**src/rtl/hack_fetch.sv**
```systemverilog
// Hack CPU instruction fetch: boot ROM first, then external SRAM after boot_done.
// Owns the PC and hands one registered instruction at a time to the CPU.
//
// state | meaning
// FETCH | select source; ROM data captured here, or start an SRAM request
// REQ   | ram_req high, waiting for ram_ack or timeout
// VALID | cpu_instruction presented, waiting for cpu_next
module hack_fetch #(
  parameter logic [15:0] RESET_PC      = 16'h0000,
  parameter int          ACK_TIMEOUT   = 255,
  parameter logic [15:0] TIMEOUT_INSTR = 16'h0000
) (
  input  logic        clk,
  input  logic        reset,
  output logic [15:0] rom_pc,
  input  logic [15:0] rom_instruction,
  output logic [15:0] ram_addr,
  output logic        ram_req,
  input  logic        ram_ack,
  input  logic [15:0] ram_data,
  input  logic        boot_done,
  output logic [15:0] cpu_instruction,
  output logic        cpu_valid,
  input  logic        cpu_next,
  input  logic        cpu_load,
  input  logic [15:0] cpu_target,
  output logic [15:0] pc,
  output logic        ram_mode,
  output logic        fetch_err
);

  typedef enum logic [1:0] {FETCH, REQ, VALID} state_t;

  localparam logic [15:0] TC = 16'(ACK_TIMEOUT - 1);

  state_t      state;
  logic [15:0] cnt;

  always_ff @(posedge clk or posedge reset) begin
    if (reset) begin
      state           <= FETCH;
      pc              <= RESET_PC;
      ram_mode        <= 1'b0;
      cpu_instruction <= 16'h0000;
      fetch_err       <= 1'b0;
      cnt             <= 16'h0000;
    end else if (boot_done && !ram_mode) begin
      // boot switch overrides whatever the fetch loop was doing
      ram_mode <= 1'b1;
      pc       <= RESET_PC;
      state    <= FETCH;
    end else begin
      case (state)
        FETCH: begin
          if (!ram_mode) begin
            cpu_instruction <= rom_instruction;
            state           <= VALID;
          end else begin
            cnt   <= 16'h0000;
            state <= REQ;
          end
        end
        REQ: begin
          if (ram_ack) begin
            cpu_instruction <= ram_data;
            state           <= VALID;
          end else if (cnt == TC) begin
            cpu_instruction <= TIMEOUT_INSTR;
            fetch_err       <= 1'b1;
            state           <= VALID;
          end else begin
            cnt <= cnt + 16'd1;
          end
        end
        VALID: begin
          if (cpu_next) begin
            pc    <= cpu_load ? cpu_target : pc + 16'd1;
            state <= FETCH;
          end
        end
        default: state <= FETCH;
      endcase
    end
  end

  assign rom_pc    = pc;
  assign ram_addr  = pc;
  assign ram_req   = (state == REQ);
  assign cpu_valid = (state == VALID);

endmodule
```
**config.mk**
```make
export PLATFORM = sky130hd
export DESIGN_NAME = hack_fetch
export DESIGN_NICKNAME = d
export VERILOG_FILES = /design/src/rtl/hack_fetch.sv
export SDC_FILE = /design/constraint.sdc
export NUM_CORES = 1
export LEC_CHECK = 0
export ABC_AREA = 1
export CAP_MARGIN = 20
export CORE_ASPECT_RATIO = 0.5
export CORE_MARGIN = 4
export CORE_UTILIZATION = 51
export CTS_BUF_LIST = sky130_fd_sc_hd__clkbuf_2 sky130_fd_sc_hd__clkbuf_4 sky130_fd_sc_hd__clkbuf_8
export DETAILED_ROUTE_END_ITERATION = 10
export GPL_ROUTABILITY_DRIVEN = 0
export PLACE_DENSITY = 0.95
export SLEW_MARGIN = 20
export SYNTH_ARGS = -nofsm -noshare
export SYNTH_HDL_FRONTEND = slang
export SYNTH_SLANG_ARGS = --single-unit
```
**constraint.sdc**
```tcl
create_clock -name clk -period 3.8 [get_ports clk]
set_clock_uncertainty 0.15 [all_clocks]
set_input_delay 0.38 -clock clk [delete_from_list [all_inputs] [get_ports clk]]
set_output_delay 0.38 -clock clk [all_outputs]
set_load 0.02 [all_outputs]
```
==> results_dict.tcl <==
set metrics [dict create \
    grt.total_usage_pct 20.67 \
    cpPeakStageDelay_ns 0.65 \
    grt_pass1_wl_mm 14.17 \
    layout-drive-gt1-share_pct 10.85 \
    combPwrFrac_pct 59.8 \
    areaGrowthSynthToFinish_pct 30.89 \
    cts_buffer_depth 2 \
    cts-resized-gates 0 \
    synth.most_common_cell "nand2_1" \
    io_buffers 121 \
    path_max_fanout 23 \
    cts_root_buf "clkbuf_8" \
    io_pins 122 \
    grt_max_degree 53 \
    critPathSlowestCell "clkdlybuf4s50_1" \
    die_x_um 125.2 \
    start_util_pct 52.44 \
    postCtsHoldBufs 0 \
    maxCapViolCount 0 \
    clkTransAtPathRegs_ns 0.09 \
    antenna_found_initial 0 \
    p_leak_nw 2.030 \
    required_ns 3.27 \
    slew_headroom_pct 39.01 \
    synthesis.area_um2 3500 \
    die_area_um2 8332 \
    hpwlAfterDp_mm 6.523 \
    rows 21 \
    path_cells "inv_1, nand2_2, inv_2, clkdlybuf4s50_1" \
    clock_latency_ns 0.32 \
    synth_warnings 0 \
    yosys-top-cells-count "nand2_1, nor2_1, dfrtp_1" \
    drcViolationCount 0 \
    clock_sinks 52 \
    core_um2 6674 \
    viasPerCell 5.175 \
    route.final.wire_length_mm 8.664 \
    sequentialPowerShare_pct 29.7 \
    vias 3338 \
    power.switching_mw 1.480 \
    rsz0062_at_grt "false" \
    grt_overflow_total 0 \
    status "finished clean" \
    power_density_nw_per_um2 694.1 \
    wire_per_inst_um 13.43 \
    min_period_ns 2.557 \
    p_int_mw 1.700 \
    cts_tree "done" \
    report.final.hold_viol_count 0 \
    avgSynthCellArea_um2 7.446 \
    hold_path_class "register to register" \
    p_clk_share_pct 10.5 \
    synth_area_leaders "dfrtp_1, nand2_1, buf_4, nor2_1, nand3_1" \
    critPathTopFamily "buffers and inverters" \
    synth_edf_count 0 \
    ys_async_sr_fraction_pct 100.0 \
    fmax_mhz 391.1 \
    synth_top_area_share_pct 37.18 \
    path_buf_inv 3 \
    tightest_slew_ns 0.9138 \
    first_pass_iters 5 \
    fill_cells 553 \
    fin_nets 609 \
    yosysTopAreaCell "dfrtp_1" \
    die_y_um 66.58 \
    cp-start-kind "register" \
    postRouteAntennaNets 0 \
    syn_nets 527 \
    numCtsBuffers 5 \
    grt_pass1_vias 3045 \
    synth_ff_type "dfrtp_1" \
    diodes 0 \
    post-route-period-util_pct 67.28 \
    htreeDepth 2 \
    drtIter0Drc 263 \
    finalSetupViolations 0 \
    drv_slew 0 \
    tns_ns 0 \
    swShare_pct 46.54 \
    post-cts-setup-buffers 0 \
    seq_area_frac_synth_pct 37.18 \
    crit_path_end_kind "output port" \
    worstSetupPathType "register to output port" \
    netlist-cell-type-count 31 \
    ir_worst_vdd_uv 285.2 \
    ys_ff_latch 52 \
    synth_cells 470 \
    cp.arrival_ns 2.03 \
    final_util_pct 68.64 \
]
path summary, 6_finish.rpt:
kind | cells after the start | slack [ns] | from | end
hold reg to reg | 1 | 0.33 | fetch_err$_DFFE_PP0P_ | fetch_err$_DFFE_PP0P_
setup reg to reg | 8 | 1.70 | state[1]$_DFFE_PP0P_ | cnt[7]$_DFFE_PP0P_
max in group asynchronous | 2 | 2.56 | reset | cnt[9]$_DFFE_PP0P_
setup / recovery | 4 | 1.24 | state[1]$_DFFE_PP0P_ | ram_req
min in group asynchronous | 2 | 0.40 | reset | pc[10]$_DFFE_PP0P_
hold / removal | 1 | 0.33 | fetch_err$_DFFE_PP0P_ | fetch_err$_DFFE_PP0P_
layout make-up:
class                      instances  area (µm²)  share of cell area, %
timing repair buffer             121        1211                  26.44
clock buffer                       6       82.58                  1.803
tap                               92       115.1                  2.513
multi-input combinational        336        1724                  37.64
inverter                          36       136.4                  2.977
sequential                        52        1301                  28.41
clock inverter                     2       10.01                 0.2185
state kept, by name, summed over array words and instances (netlist names):
register         count
state                2
fetch_err            1
cnt                 16
ram_mode             1
cpu_instruction     16
pc                  16
layout by cell type, fill, tap and decap left out, types with 5 or more instances in the layout:
cell type,instances
nor2_1,63
clkdlybuf4s50_1,121
nand4_1,9
inv_1,33
o21ai_2,18
dfrtp_1,52
clkbuf_8,6
a22oi_1,16
o21ai_0,16
nand2_2,15
nor2_2,5
nand2_1,121
nand3_1,35
o21ai_1,6
xor2_1,10
power groups by stage:
stage | registers (mW) | logic [mW] | clock network (mW)
CTS | 0.945 | 1.91 | 0.343
global placement | 0.942 | 1.86 | 0
finish | 0.946 | 1.90 | 0.334
floorplan | 1.10 | 1.18 | 0
global route | 0.987 | 2.04 | 0.374
detailed placement | 0.956 | 1.91 | 0
per-stage QoR:
| step | power, mW | cells | hold slack [ns] | instance area [µm²] | worst slack [ns] |
|---|---|---|---|---|---|
| finish | 3.179 | 645 | 0.3323 | 4581 | 1.243 |
| global route | 3.396 | 645 | 0.3721 | 4581 | 1.096 |
| CTS | 3.203 | 645 | 0.3371 | 4579 | 1.245 |
| detailed placement | 2.864 | 637 | 0.3118 | 4487 | 1.596 |
| global placement | 2.805 | 637 | 0.3125 | 4487 | 1.631 |
| floorplan | 2.285 | 470 | 0.3341 | 3500 | 2.012 |
cell families after synthesis:
group	after synthesis	synth area share, %
AO/OA/AOI/OAI	59	11.69
XOR/XNOR	10	2.503
adder cells (fa/ha/maj)	3	1.073
buffers and inverters	82	13.55
flip-flops	52	37.18
multiplexers	1	0.2860
AND/OR/NAND/NOR	263	33.71
per-layer routing:
metal | track usage (%) | vias up | wire length, µm
li1 | - | 1647 | -
met1 | 24.69 | 1580 | 3551
met2 | 37.37 | 91 | 4512
met3 | 3.923 | 20 | 393
met4 | 8.514 | 0 | 208
met5 | 0 | - | 0
No activity file was read; power rests on OpenSTA's default activity.
